$ cat config.mk
export PLATFORM = sky130hd
export DESIGN_NAME = mem_ctrl_sequencer
export DESIGN_NICKNAME = d
export VERILOG_FILES = /design/src/rtl/mem_ctrl_sequencer.sv
export SDC_FILE = /design/constraint.sdc
export NUM_CORES = 1
export LEC_CHECK = 0
export BUFFER_PORTS_ARGS = -buffer_cell sky130_fd_sc_hd__buf_2
export CAP_MARGIN = 15
export CORE_MARGIN = 2
export CORE_UTILIZATION = 50
export CTS_CLUSTER_DIAMETER = 200
export DETAILED_ROUTE_END_ITERATION = 8
export MAX_ROUTING_LAYER = met4
export PLACE_DENSITY_LB_ADDON = 0.08
export REMOVE_ABC_BUFFERS = 1
export SYNTH_ARGS = -nofsm -noshare
export SYNTH_HDL_FRONTEND = slang
export SYNTH_SLANG_ARGS = --single-unit
$ cat constraint.sdc
create_clock -name i_clock -period 2 [get_ports i_clock]
set_input_delay 0.4 -clock i_clock [delete_from_list [all_inputs] [get_ports i_clock]]
set_output_delay 0.4 -clock i_clock [all_outputs]
set_load 0.1 [all_outputs]
$ cat src/rtl/mem_ctrl_sequencer.sv
// mem_ctrl_sequencer
//   Hardwired control-step sequencer for the memory-format instructions
//   (ld, ldi, st). On i_start it fetches the instruction, decodes the IR
//   opcode in T3 and issues the per-step DataPath control strobes. Memory
//   steps hold Read/Write for MEM_WAIT extra cycles.
//
//   Optional feature macro: MEM_CTRL_SEQ_STORE_EN
//     defined     -> st path (T6 Gra/Rout/MDRin, T7 Write) is built
//     not defined -> OP_ST decodes as illegal, o_Write/o_Rout tied 0
//
// Ports
//   i_clock            system clock, rising edge
//   i_clear            asynchronous active-high reset
//   i_start            begin one instruction (sampled only in IDLE)
//   i_ir_op[4:0]       IR[31:27], valid from the cycle after IRin
//   o_busy             high from T0 through the last step
//   o_done             one-cycle pulse after the last step
//   o_illegal          one-cycle pulse in T3 for an unsupported opcode
//   o_alu_op[4:0]      ALU_ADD in T4, otherwise 0
//   o_PCout .. o_BAout DataPath control strobes
module mem_ctrl_sequencer #(
  parameter int unsigned MEM_WAIT = 0,
  parameter logic [4:0]  OP_LD    = 5'b00000,
  parameter logic [4:0]  OP_LDI   = 5'b00001,
  parameter logic [4:0]  OP_ST    = 5'b00010,
  parameter logic [4:0]  ALU_ADD  = 5'b00011
) (
  input  logic       i_clock,
  input  logic       i_clear,
  input  logic       i_start,
  input  logic [4:0] i_ir_op,
  output logic       o_busy,
  output logic       o_done,
  output logic       o_illegal,
  output logic [4:0] o_alu_op,
  output logic       o_PCout,
  output logic       o_PCin,
  output logic       o_IncPC,
  output logic       o_MARin,
  output logic       o_MDRin,
  output logic       o_MDRout,
  output logic       o_IRin,
  output logic       o_Yin,
  output logic       o_Zin,
  output logic       o_Zlowout,
  output logic       o_Cout,
  output logic       o_Read,
  output logic       o_Write,
  output logic       o_Gra,
  output logic       o_Grb,
  output logic       o_Rin,
  output logic       o_Rout,
  output logic       o_BAout
);

  localparam int unsigned CNT_W = (MEM_WAIT == 0) ? 1 : $clog2(MEM_WAIT + 1);
  localparam logic [CNT_W-1:0] CNT_LAST = CNT_W'(MEM_WAIT);

`ifdef MEM_CTRL_SEQ_STORE_EN
  localparam bit ST_EN = 1'b1;
`else
  localparam bit ST_EN = 1'b0;
`endif

  // Registered control-word bit positions. Grb/BAout/Yin/illegal are all
  // derived from the T3 flag because they depend on the opcode seen in T3.
  localparam int unsigned C_PCOUT  = 0;
  localparam int unsigned C_PCIN   = 1;
  localparam int unsigned C_INCPC  = 2;
  localparam int unsigned C_MARIN  = 3;
  localparam int unsigned C_MDRIN  = 4;
  localparam int unsigned C_MDROUT = 5;
  localparam int unsigned C_IRIN   = 6;
  localparam int unsigned C_ZIN    = 7;
  localparam int unsigned C_ZLOW   = 8;
  localparam int unsigned C_COUT   = 9;
  localparam int unsigned C_READ   = 10;
  localparam int unsigned C_GRA    = 11;
  localparam int unsigned C_RIN    = 12;
  localparam int unsigned C_T3     = 13;
  localparam int unsigned C_BUSY   = 14;
  localparam int unsigned C_DONE   = 15;
  localparam int unsigned CTRL_W   = 16;

  typedef enum logic [3:0] {
    S_IDLE = 4'd0,
    S_T0   = 4'd1,
    S_T1   = 4'd2,
    S_T2   = 4'd3,
    S_T3   = 4'd4,
    S_T4   = 4'd5,
    S_T5   = 4'd6,
    S_T6   = 4'd7,
    S_T7   = 4'd8,
    S_DONE = 4'd9
  } state_e;

  typedef enum logic [1:0] {
    K_LD  = 2'd0,
    K_LDI = 2'd1,
    K_ST  = 2'd2
  } op_e;

  state_e             r_state;
  state_e             w_state_nxt;
  logic [CNT_W-1:0]   r_cnt;
  logic [CNT_W-1:0]   w_cnt_nxt;
  op_e                r_op;
  op_e                w_op_nxt;
  logic [CTRL_W-1:0]  r_ctrl;
  logic [CTRL_W-1:0]  w_ctrl_nxt;
  logic [4:0]         r_alu_op;
  logic [4:0]         w_alu_op_nxt;
  logic               w_last_nxt;
`ifdef MEM_CTRL_SEQ_STORE_EN
  logic               r_write;
  logic               r_rout;
  logic               w_write_nxt;
  logic               w_rout_nxt;
`endif

  // Opcode decode of the live IR field, only meaningful during T3.
  logic w_is_ld;
  logic w_is_ldi;
  logic w_is_st;
  logic w_legal;

  assign w_is_ld  = (i_ir_op == OP_LD);
  assign w_is_ldi = (i_ir_op == OP_LDI);
  assign w_is_st  = (i_ir_op == OP_ST);
  assign w_legal  = w_is_ld | w_is_ldi | (w_is_st & ST_EN);

  // Next state / counter, then control word decoded from the next state so
  // every strobe comes straight out of a flop.
  always_comb begin
    w_state_nxt  = r_state;
    w_cnt_nxt    = '0;
    w_op_nxt     = r_op;
    w_ctrl_nxt   = '0;
    w_alu_op_nxt = '0;
    w_last_nxt   = 1'b0;
`ifdef MEM_CTRL_SEQ_STORE_EN
    w_write_nxt  = 1'b0;
    w_rout_nxt   = 1'b0;
`endif

    case (r_state)
      S_IDLE: if (i_start) w_state_nxt = S_T0;
      S_T0:   w_state_nxt = S_T1;
      S_T1: begin
        if (r_cnt == CNT_LAST) w_state_nxt = S_T2;
        else                   w_cnt_nxt   = r_cnt + CNT_W'(1);
      end
      S_T2:   w_state_nxt = S_T3;
      S_T3: begin
        if (w_legal) begin
          w_state_nxt = S_T4;
          if (w_is_ldi)     w_op_nxt = K_LDI;
`ifdef MEM_CTRL_SEQ_STORE_EN
          else if (w_is_st) w_op_nxt = K_ST;
`endif
          else              w_op_nxt = K_LD;
        end else begin
          w_state_nxt = S_IDLE;
        end
      end
      S_T4:   w_state_nxt = S_T5;
      S_T5:   w_state_nxt = (r_op == K_LDI) ? S_DONE : S_T6;
      S_T6: begin
`ifdef MEM_CTRL_SEQ_STORE_EN
        if (r_op == K_ST)             w_state_nxt = S_T7;
        else if (r_cnt == CNT_LAST)   w_state_nxt = S_T7;
        else                          w_cnt_nxt   = r_cnt + CNT_W'(1);
`else
        if (r_cnt == CNT_LAST) w_state_nxt = S_T7;
        else                   w_cnt_nxt   = r_cnt + CNT_W'(1);
`endif
      end
      S_T7: begin
`ifdef MEM_CTRL_SEQ_STORE_EN
        if (r_op == K_ST) begin
          if (r_cnt == CNT_LAST) w_state_nxt = S_DONE;
          else                   w_cnt_nxt   = r_cnt + CNT_W'(1);
        end else begin
          w_state_nxt = S_DONE;
        end
`else
        w_state_nxt = S_DONE;
`endif
      end
      S_DONE:  w_state_nxt = S_IDLE;
      default: w_state_nxt = S_IDLE;
    endcase

    w_last_nxt = (w_cnt_nxt == CNT_LAST);

    case (w_state_nxt)
      S_T0: begin
        w_ctrl_nxt[C_BUSY]  = 1'b1;
        w_ctrl_nxt[C_PCOUT] = 1'b1;
        w_ctrl_nxt[C_MARIN] = 1'b1;
        w_ctrl_nxt[C_INCPC] = 1'b1;
        w_ctrl_nxt[C_ZIN]   = 1'b1;
      end
      S_T1: begin
        w_ctrl_nxt[C_BUSY]  = 1'b1;
        w_ctrl_nxt[C_READ]  = 1'b1;
        w_ctrl_nxt[C_ZLOW]  = w_last_nxt;
        w_ctrl_nxt[C_PCIN]  = w_last_nxt;
        w_ctrl_nxt[C_MDRIN] = w_last_nxt;
      end
      S_T2: begin
        w_ctrl_nxt[C_BUSY]   = 1'b1;
        w_ctrl_nxt[C_MDROUT] = 1'b1;
        w_ctrl_nxt[C_IRIN]   = 1'b1;
      end
      S_T3: begin
        w_ctrl_nxt[C_BUSY] = 1'b1;
        w_ctrl_nxt[C_T3]   = 1'b1;
      end
      S_T4: begin
        w_ctrl_nxt[C_BUSY] = 1'b1;
        w_ctrl_nxt[C_COUT] = 1'b1;
        w_ctrl_nxt[C_ZIN]  = 1'b1;
        w_alu_op_nxt       = ALU_ADD;
      end
      S_T5: begin
        w_ctrl_nxt[C_BUSY] = 1'b1;
        w_ctrl_nxt[C_ZLOW] = 1'b1;
        if (w_op_nxt == K_LDI) begin
          w_ctrl_nxt[C_GRA] = 1'b1;
          w_ctrl_nxt[C_RIN] = 1'b1;
        end else begin
          w_ctrl_nxt[C_MARIN] = 1'b1;
        end
      end
      S_T6: begin
        w_ctrl_nxt[C_BUSY] = 1'b1;
`ifdef MEM_CTRL_SEQ_STORE_EN
        if (w_op_nxt == K_ST) begin
          // Read stays low so MDR captures the register value off the bus.
          w_ctrl_nxt[C_GRA]   = 1'b1;
          w_ctrl_nxt[C_MDRIN] = 1'b1;
          w_rout_nxt          = 1'b1;
        end else begin
          w_ctrl_nxt[C_READ]  = 1'b1;
          w_ctrl_nxt[C_MDRIN] = w_last_nxt;
        end
`else
        w_ctrl_nxt[C_READ]  = 1'b1;
        w_ctrl_nxt[C_MDRIN] = w_last_nxt;
`endif
      end
      S_T7: begin
        w_ctrl_nxt[C_BUSY] = 1'b1;
`ifdef MEM_CTRL_SEQ_STORE_EN
        if (w_op_nxt == K_ST) begin
          w_write_nxt = 1'b1;
        end else begin
          w_ctrl_nxt[C_MDROUT] = 1'b1;
          w_ctrl_nxt[C_GRA]    = 1'b1;
          w_ctrl_nxt[C_RIN]    = 1'b1;
        end
`else
        w_ctrl_nxt[C_MDROUT] = 1'b1;
        w_ctrl_nxt[C_GRA]    = 1'b1;
        w_ctrl_nxt[C_RIN]    = 1'b1;
`endif
      end
      S_DONE:  w_ctrl_nxt[C_DONE] = 1'b1;
      default: w_ctrl_nxt = '0;
    endcase
  end

  // State, wait counter, latched opcode class and registered control word.
  always_ff @(posedge i_clock or posedge i_clear) begin
    if (i_clear) begin
      r_state  <= S_IDLE;
      r_cnt    <= '0;
      r_op     <= K_LD;
      r_ctrl   <= '0;
      r_alu_op <= '0;
`ifdef MEM_CTRL_SEQ_STORE_EN
      r_write  <= 1'b0;
      r_rout   <= 1'b0;
`endif
    end else begin
      r_state  <= w_state_nxt;
      r_cnt    <= w_cnt_nxt;
      r_op     <= w_op_nxt;
      r_ctrl   <= w_ctrl_nxt;
      r_alu_op <= w_alu_op_nxt;
`ifdef MEM_CTRL_SEQ_STORE_EN
      r_write  <= w_write_nxt;
      r_rout   <= w_rout_nxt;
`endif
    end
  end

  assign o_PCout   = r_ctrl[C_PCOUT];
  assign o_PCin    = r_ctrl[C_PCIN];
  assign o_IncPC   = r_ctrl[C_INCPC];
  assign o_MARin   = r_ctrl[C_MARIN];
  assign o_MDRin   = r_ctrl[C_MDRIN];
  assign o_MDRout  = r_ctrl[C_MDROUT];
  assign o_IRin    = r_ctrl[C_IRIN];
  assign o_Zin     = r_ctrl[C_ZIN];
  assign o_Zlowout = r_ctrl[C_ZLOW];
  assign o_Cout    = r_ctrl[C_COUT];
  assign o_Read    = r_ctrl[C_READ];
  assign o_Gra     = r_ctrl[C_GRA];
  assign o_Rin     = r_ctrl[C_RIN];
  assign o_busy    = r_ctrl[C_BUSY];
  assign o_done    = r_ctrl[C_DONE];
  assign o_alu_op  = r_alu_op;

  // T3 strobes are suppressed for an unsupported opcode; IR is stable
  // throughout T3, so gating with the live decode does not glitch.
  assign o_Grb     = r_ctrl[C_T3] & w_legal;
  assign o_BAout   = r_ctrl[C_T3] & w_legal;
  assign o_Yin     = r_ctrl[C_T3] & w_legal;
  assign o_illegal = r_ctrl[C_T3] & ~w_legal;

`ifdef MEM_CTRL_SEQ_STORE_EN
  assign o_Write = r_write;
  assign o_Rout  = r_rout;
`else
  assign o_Write = 1'b0;
  assign o_Rout  = 1'b0;
`endif

endmodule

==> summary.txt, run 1 <==
Die
  • Core area: 0.00176 mm²
  • Die Ht: 47.8 µm
  • IO Count: 34
  • Initial core utilization: 54.3%
  • Cell Rows: 15
  • Die area: 0.00228 mm²
  • Chip width: 47.8 µm

Timing
  • Slew HR: 54.1%
  • RSZ-0062 raised after global routing: no
  • Fin crit period: 1.89 ns
  • Final setup fails: 0
  • Slew @ Worst Pin: 0.688 ns
  • Post-route clock period utilization: 94.5%
  • Clk_skew: 0.00254 ns
  • Setup WS post-layout: 0.111 ns
  • Final Hold Fails: 0
  • Final Max Slew Viols: 0
  • Highest clock rate: 529 MHz

Yosys
  • Ys Warns: 0
  • Synth top area cells: dfrtp_1, buf_4, nor2_1
  • Netlist Area Pre-Place: 957 µm²
  • Post-Synthesis Cells: 93
  • Yosys reg bits: 19
  • Share of the synthesized area in the top cell type: 49.7%
  • Cell taking the most area after synthesis: dfrtp_1
  • Seq/Total Area, Yosys: 49.7%
  • Yosys cell types: 35
  • Syn Area/Cell: 10.3 µm²

CTS
  • Post-CTS Setup Repair Bufs: 0
  • Clk sink count: 19
  • Num CTS Buffers: 3
  • Worst-Skew Late Latency: 0.29 ns
  • CTS max path bufs: 2
  • Worst-path clk slew: 0.11 ns
  • CTS tree: built
  • Clock root cell: clkbuf_4
  • CTS Hold Bufs: 0
  • PostCTS Resize Cnt: 0
  • Htree depth: 1

Job
  • Max-cap violations: 0

Route
  • Iteration-0 DRC Markers: 7
  • Post-route DRC: 0
  • Total Routed Length: 1550 µm
  • Routed via count: 693
  • DRT Pass-1 Iters: 4
  • Final antenna-violating net count: 0
  • Number of vias per cell: 4.95
  • WL/cell: 11.1 µm

Setup path
  • Instance count on the critical path: 4
  • Worst-path maximum fanout: 2
  • Worst Reg2Reg Path Length in Cells: 3
  • Worst setup EP type: primary output
  • Critical Path, Cell by Cell: buf_2, or4_4, and2_1, buf_2
  • Required @ worst endpoint: 1.60 ns
  • Slowest Stage Delay on Critical Path: 0.52 ns
  • CP startpoint kind: input port
  • Crit path buffers/inverters: 2
  • Worst path top cell family by delay: simple AND/OR/NAND/NOR gates
  • Most used cell, CP: buf_2
  • Critical path class: input port to primary output
  • CP max-delay cell: or4_4
  • Worst Path Arrival: 1.49 ns

Global route
  • Vias in the first global route: 571
  • Largest net degree at the start of global routing: 20
  • Global-route wire length before repair: 2480 µm
  • Tot GR Track Use: 16.2%
  • Initial antenna violation count: 0
  • Total global routing overflow: 0

Placed design
  • Port Buffers: 28
  • Placer Congestion: 0.792
  • Post-DP HPWL: 1120 µm
  • Place WS: 0.107 ns

Finish
  • Share of cells above drive strength 1: 34.8%
  • Fin nets: 124
  • Ant diodes: 0
  • P&R area growth vs syn: 15.2%
  • Fill count: 161

Min path
  • Worst hold path type: input port to async pin

Outcome
  • Status: complete, no violations
==> path summary, 6_finish.rpt <==
| kind | end | from | slack (ns) |
|---|---|---|---|
| max | o_illegal | i_ir_op[1] | 0.11 |
| min reg2reg | r_op[1]$_DFF_PP0_ | r_op[1]$_DFF_PP0_ | 0.50 |
| min | r_ctrl[8]$_DFF_PP0_ | i_clear | 0.19 |
| max reg2reg | r_op[0]$_DFF_PP0_ | r_state[3]$_DFF_PP0_ | 0.56 |
| min in group i_clock | r_op[0]$_DFF_PP0_ | i_ir_op[0] | 0.31 |
| max in group asynchronous | r_state[2]$_DFF_PP0_ | i_clear | 1.37 |
==> cells in the mapped netlist <==
cell,number
nor2b_1,1
nand3_1,3
nor3_2,1
a31o_1,1
a211oi_1,1
nand2b_1,4
mux2_1,1
nor3b_1,1
a22oi_1,1
buf_2,1
conb_1,1
and3b_1,1
a21o_1,1
o21ai_1,1
nand3b_1,1
inv_1,2
nor3b_2,1
dfrtp_1,19
nor4_1,1
a21oi_1,2
o21ai_0,2
buf_4,12
buf_6,3
xor2_1,2
or4_4,1
o22ai_1,1
nor4b_1,1
nor3_1,3
nand2_1,1
and2_1,3
o31ai_2,1
nor4_2,1
inv_2,1
and3_1,2
nor2_1,14
==> cells in the final DEF, fill, tap and decap left out, drive strengths merged, types with 2 or more instances in the layout <==
master,n
and2,3
nor3,4
o21ai,3
inv,3
nand2b,4
nor2,14
clkbuf,3
and3,2
buf,30
a21oi,2
dfrtp,19
conb,5
nor4,2
xor2,2
nand3,3
nor3b,2
==> worst register-to-register path, stage by stage (launching register included) <==
cell and delay (ns):
dfrtp_1 0.55, nor2_1 0.29, nand3_1 0.17, mux2_1 0.34
==> flip-flops by register name, summed over array words and instances (netlist names) <==
name	cells
r_op	2
r_ctrl	13
r_state	4
==> area by class of cell <==
cell class	instances	area (µm²)	share of cell area, %
Sequential cell	19	475	43.1
Tap cell	25	31.3	2.84
Inverter	3	11.3	1.02
Timing Repair Buffer	30	200	18.2
Clock inverter	1	5.00	0.454
Multi-Input combinational cell	59	357	32.3
Clock buffer	3	22.5	2.04
==> metal layers <==
| layer | track usage, % | share of wire [%] | vias up |
|---|---|---|---|
| li1 | - | - | 339 |
| met1 | 20.2 | 46 | 325 |
| met2 | 24.5 | 47 | 25 |
| met3 | 3.40 | 5.0 | 4 |
| met4 | 8.11 | 1.5 | 0 |
| met5 | - | 0 | - |
==> kinds of logic (layout without fill, tap and decap cells) <==
family | after synthesis | in the layout | synth area share (%)
AO/OA/AOI/OAI | 11 | 11 | 7.84
AND/OR/NAND/NOR | 40 | 40 | 24.4
other | 1 | 5 | 0.392
flip-flops | 19 | 19 | 49.7
multiplexers | 1 | 1 | 1.18
XOR/XNOR | 2 | 2 | 1.83
buffers and inverters | 19 | 37 | 14.6
==> stage by stage <==
step	setup TNS [ns]	hold slack [ns]	area [µm²]	instances	util [%]
6_report	0	0.191	1100	140	62.5
2_1_floorplan	-5.02	0.351	843	81	-
4_1_cts	0	0.210	1100	140	62.5
3_3_place_gp	0	0.467	1070	136	60.9
5_1_grt	0	0.245	1100	140	62.5
3_5_place_dp	0	0.477	1070	136	60.9
Power of run 1 is not shown: default switching activity piles up to over one toggle a cycle in this logic, so the estimate is an artifact.
==> inputs of run 2 (changes only) <==
--- a/config.mk
+++ b/config.mk
@@ -8,7 +8,7 @@
 export BUFFER_PORTS_ARGS = -buffer_cell sky130_fd_sc_hd__buf_2
 export CAP_MARGIN = 15
 export CORE_MARGIN = 2
-export CORE_UTILIZATION = 50
+export CORE_UTILIZATION = 48
 export CTS_CLUSTER_DIAMETER = 200
 export DETAILED_ROUTE_END_ITERATION = 8
 export MAX_ROUTING_LAYER = met4
==> constraint.sdc (replaced) <==
create_clock -name i_clock -period 1.8 [get_ports i_clock]
set_input_delay 0.36 -clock i_clock [delete_from_list [all_inputs] [get_ports i_clock]]
set_output_delay 0.36 -clock i_clock [all_outputs]
set_load 0.1 [all_outputs]
==> run 2 against run 1 <==
Effect of this change: sequential share of layout area down 1.0 points; worst setup slack worse by 0.060 ns; clock skew up 0.0040 ns; die area up 3.8%.
==> summary.txt, run 2 (synthesized netlist as in run 1, its figures left out) <==
Finish
  • Fill count: 179
  • Commonest non-fill, non-tap cell in the layout: buf_2
  • Share of cells above drive strength 1: 35.6%
  • Largest regs: r_ctrl (13), r_state (4), r_op (2)
  • Max reg flops: 13
  • P&R area growth vs syn: 17.9%
  • Top reg by flops: r_ctrl
  • Design Area, Final: 0.00113 mm²
  • Most frequent cells in the layout: buf_2, dfrtp_1, nor2_1
  • Ant diodes: 0
  • Post-layout utilization of the core: 58.7%
  • Fin nets: 127

Setup path
  • Worst Reg2Reg Path Length in Cells: 3
  • Worst setup EP type: primary output
  • Worst R2R End: r_op[0]$_DFF_PP0_
  • Worst Path Arrival: 1.39 ns
  • Crit. Startpoint: i_ir_op[1]
  • Worst-path maximum fanout: 2
  • Critical path class: input port to primary output
  • Worst reg2reg path startpoint: r_state[3]$_DFF_PP0_
  • CP startpoint kind: input port
  • Reg2reg setup slack: 0.38 ns
  • Required @ worst endpoint: 1.44 ns

Route
  • Iteration-0 DRC Markers: 8
  • Highest metal used: met4
  • DRT Pass-1 Iters: 4
  • Met2 wire length: 724 µm
  • WL/cell: 10.9 µm
  • Total Routed Length: 1590 µm
  • Number of vias per cell: 4.93
  • Routed via count: 715
  • Post-route DRC: 0
  • WL met3: 115 µm
  • WL met1: 723 µm
  • Final antenna-violating net count: 0

Placed design
  • Placer Congestion: 0.761
  • Port Buffers: 28
  • Post-DP HPWL: 1120 µm
  • Place WS: -0.00166 ns
  • Post-place instance area: 0.00110 mm²

Timing
  • Setup WS post-layout: 0.0504 ns
  • Final Max Slew Viols: 0
  • Min Hold Slack: 0.0630 ns
  • Highest clock rate: 572 MHz
  • Post-route clock period utilization: 97.2%
  • RSZ-0062 raised after global routing: no
  • Final Hold Fails: 0
  • Fin crit period: 1.75 ns
  • Clk_skew: 0.00654 ns
  • Final setup fails: 0

CTS
  • Clock root cell: clkbuf_4
  • CTS tree: built
  • Worst-path clk slew: 0.10 ns
  • Htree depth: 1
  • Num CTS Buffers: 3
  • Worst-Skew Late Latency: 0.29 ns
  • Clk sink count: 19
  • CTS max path bufs: 2

Global route
  • Tot GR Track Use: 16.6%
  • Total global routing overflow: 0
  • Global-route wire length before repair: 2950 µm
  • Initial antenna violation count: 0
  • Vias in the first global route: 664
  • Largest net degree at the start of global routing: 20

Min path
  • Worst hold path type: input port to async pin

Die
  • Chip width: 48.7 µm
  • Die Ht: 48.7 µm
  • Cell Rows: 16
  • Initial core utilization: 49.8%
  • Core area: 0.00192 mm²
  • IO Count: 34
  • Die area: 0.00237 mm²

Outcome
  • Status: complete, no violations

Job
  • Max-cap violations: 0
run 2: cell types whose count changed in the layout (fill, tap and decap cells not counted):
cell,delta
buf_4,+4
clkbuf_1,+1
buf_2,-1
clkinv_2,-1
run 2: worst max path at each step:
| stage | endpoint | cells past startpoint |
|---|---|---|
| floorplan | o_BAout | 2 |
| global placement | o_illegal | 4 |
| detailed placement | o_illegal | 4 |
| CTS | o_illegal | 4 |
| global route | o_illegal | 4 |
| finish | o_illegal | 4 |
run 2: repair_timing:
item	in CTS	in global routing
buffers inserted	0	0
gates resized for setup	1	0
setup endpoints to repair	1	0
hold buffers	0	0
run 2: final cells by class:
type / instances / area, µm² / area share (%)
sequential: 19 / 475 / 42.1
tap: 27 / 33.8 / 2.99
multi-input combinational: 59 / 357 / 31.6
inverter: 3 / 11.3 / 0.998
timing repair buffer: 33 / 225 / 20.0
clock buffer: 4 / 26.3 / 2.33
run 2: metal layers:
metal / up-vias / track usage, %
met5: - / -
met4: 0 / 8.57
met3: 4 / 2.78
met2: 34 / 26.0
met1: 329 / 20.7
li1: 348 / -
run 2: stage by stage:
step | std cells | TNS (ns)
3_3_place_gp | 141 | 0
5_1_grt | 145 | 0
6_report | 145 | 0
4_1_cts | 145 | 0
3_5_place_dp | 141 | -0.00166
2_1_floorplan | 81 | -6.10
run 2: critical path: stages:
cell and delay, ns:
buf_2 0.11, or4_4 0.52, and2_1 0.17, buf_4 0.23
Power of run 2 is left out for the same reason.
==> inputs of run 3 (changes only) <==
--- a/config.mk
+++ b/config.mk
@@ -5,6 +5,7 @@
 export SDC_FILE = /design/constraint.sdc
 export NUM_CORES = 1
 export LEC_CHECK = 0
+export ABC_AREA = 1
 export BUFFER_PORTS_ARGS = -buffer_cell sky130_fd_sc_hd__buf_2
 export CAP_MARGIN = 15
 export CORE_MARGIN = 2
==> run 3 against run 2 <==
Effect of this change: clock skew is 0.0029 ns lower; routed wire length is 9.6% lower; synthesized area is 1.6% higher; die area is 1.4% higher; final area is 3.2% higher; critical path type is now flop to primary output; core utilization is 1.3 points higher; critical endpoint is now o_Yin.
==> summary.txt, run 3 <==
Yosys
  • Async SR Flop Fraction: 100%
  • Count leader, synth: nand2_1
  • Cell taking the most area after synthesis: dfrtp_1
  • Yosys reg bits: 19
  • Seq/Total Area, Yosys: 48.9%
  • Syn Area/Cell: 8.76 µm²
  • Main synth FF type: dfrtp_1
  • Ys Warns: 0
  • Yosys cell types: 18
  • Share of the synthesized area in the top cell type: 48.9%
  • Post-synth EDFFs: 0
  • Synth top area cells: dfrtp_1, buf_4, nand2_1
  • Post-synth top cells: nand2_1, dfrtp_1, inv_1
  • Netlist Area Pre-Place: 972 µm²
  • Post-Synthesis Cells: 111

Timing
  • Slew @ Worst Pin: 0.667 ns
  • Fin crit period: 1.58 ns
  • Final Max Slew Viols: 0
  • Highest clock rate: 632 MHz
  • Final Hold Fails: 0
  • Slew HR: 55.5%
  • Min Hold Slack: 0.152 ns
  • Clk_skew: 0.00367 ns
  • Post-route clock period utilization: 87.9%
  • Final setup fails: 0
  • RSZ-0062 raised after global routing: no

Route
  • Routed via count: 687
  • Post-route DRC: 0
  • DRT Pass-1 Iters: 4
  • WL/cell: 8.80 µm
  • Number of vias per cell: 4.21
  • Total Routed Length: 1440 µm
  • Iteration-0 DRC Markers: 11
  • Final antenna-violating net count: 0

Finish
  • Fin nets: 145
  • Commonest non-fill, non-tap cell in the layout: buf_2
  • Most frequent cells in the layout: buf_2, nand2_1, inv_1, dfrtp_1, nor2_1
  • Layout Cells excl Fill: 163
  • Share of cells above drive strength 1: 40.4%
  • Ant diodes: 0
  • Design Area, Final: 0.00116 mm²
  • Largest regs: r_ctrl (13), r_state (4), r_op (2)
  • Max reg flops: 13
  • Top reg by flops: r_ctrl
  • P&R area growth vs syn: 19.8%

CTS
  • Num CTS Buffers: 3
  • Clk sink count: 19
  • Post-CTS Setup Repair Bufs: 0
  • Worst-Skew Late Latency: 0.29 ns
  • CTS tree: built
  • Worst-path clk slew: 0.10 ns
  • CTS Hold Bufs: 0
  • CTS max path bufs: 2
  • PostCTS Resize Cnt: 0
  • Clock root cell: clkbuf_4
  • Htree depth: 1

Placed design
  • Dpl cells: 159
  • Post-place instance area: 0.00114 mm²
  • Port Buffers: 28
  • Post-DP HPWL: 1210 µm
  • Placer Congestion: 0.871

Setup path
  • Worst R2R End: r_ctrl[15]$_DFF_PP0_
  • Worst Path Arrival: 1.22 ns
  • Worst-path maximum fanout: 3
  • CP startpoint kind: flop
  • Crit path buffers/inverters: 3
  • Critical path class: flop to primary output
  • Worst reg2reg path startpoint: r_state[3]$_DFF_PP0_
  • Required @ worst endpoint: 1.44 ns
  • Critical Path, Cell by Cell: inv_1, nor3_1, buf_4, buf_12
  • Worst path top cell family by delay: buffers and inverters
  • Instance count on the critical path: 4
  • Crit. Startpoint: r_ctrl[13]$_DFF_PP0_
  • Worst Reg2Reg Path Length in Cells: 8
  • Critical path endpoint: o_Yin
  • Reg2reg setup slack: 0.59 ns
  • Worst setup EP type: primary output
  • Slowest Stage Delay on Critical Path: 0.34 ns
  • CP max-delay cell: dfrtp_1

Global route
  • Vias in the first global route: 645
  • Initial antenna violation count: 0
  • Largest net degree at the start of global routing: 20
  • Tot GR Track Use: 15.1%
  • Total global routing overflow: 0
  • Global-route wire length before repair: 2630 µm

Die
  • Initial core utilization: 50.1%
  • Chip width: 49.0 µm
  • Die Ht: 49.0 µm
  • Cell Rows: 16
  • Core area: 0.00194 mm²
  • Die area: 0.00240 mm²
  • IO Count: 34

Outcome
  • Status: complete, no violations

Min path
  • Worst hold path type: input port to async pin

Job
  • Max-cap violations: 0
[run 3: final cells by class]
class,instances,area (µm²)
clock buffer,4,26.3
inverter,25,93.8
multi-input combinational,59,328
sequential,19,475
timing repair buffer,29,208
fill,182,777
tap,27,33.8
[run 3: cell families (layout without fill, tap and decap cells)]
group	Yosys count	after routing	share of synthesized area (%)
AND/OR/NAND/NOR	52	52	30.6
buffers and inverters	37	58	18.9
flip-flops	19	19	48.9
AO/OA/AOI/OAI	2	2	1.16
other	1	5	0.386
[run 3: how the worst min path moves through the flow]
| stage | start | endpoint | cells after the start |
|---|---|---|---|
| 5_1_grt | i_clear | r_ctrl[9]$_DFF_PP0_ | 2 |
| 6_report | i_clear | r_ctrl[10]$_DFF_PP0_ | 2 |
| 4_1_cts | i_clear | r_ctrl[9]$_DFF_PP0_ | 2 |
| 3_5_place_dp | i_clear | r_ctrl[9]$_DFF_PP0_ | 2 |
| 3_3_place_gp | i_clear | r_ctrl[9]$_DFF_PP0_ | 2 |
| 2_1_floorplan | i_clear | r_ctrl[10]$_DFF_PP0_ | 1 |
[run 3: worst register-to-register path, cell delays in order, from the launching register on]
cell	delay [ns]
dfrtp_1	0.42
nor2_1	0.22
inv_2	0.07
nor2_2	0.14
inv_2	0.06
nand2_2	0.05
nor2_2	0.05
nand2_2	0.06
nor2_2	0.03
[run 3: routing by layer]
layer / routed length [µm] / vias to the layer above / GRT usage, %
met5: 0 / - / -
met4: 42 / 0 / 10.0
met3: 59 / 4 / 2.76
met2: 671 / 23 / 24.0
met1: 661 / 300 / 17.6
li1: - / 360 / -
[run 3: per-stage QoR]
stage / setup TNS, ns / util [%] / setup slack (ns)
final: 0 / 60.0 / 0.217
after global routing: 0 / 60.0 / 0.123
after CTS: 0 / 60.0 / 0.196
after detailed placement: 0 / 58.6 / 0.310
after global placement: 0 / 58.6 / 0.315
after floorplan: -17.75 / - / -5.08
Power of run 3 is left out for the same reason.
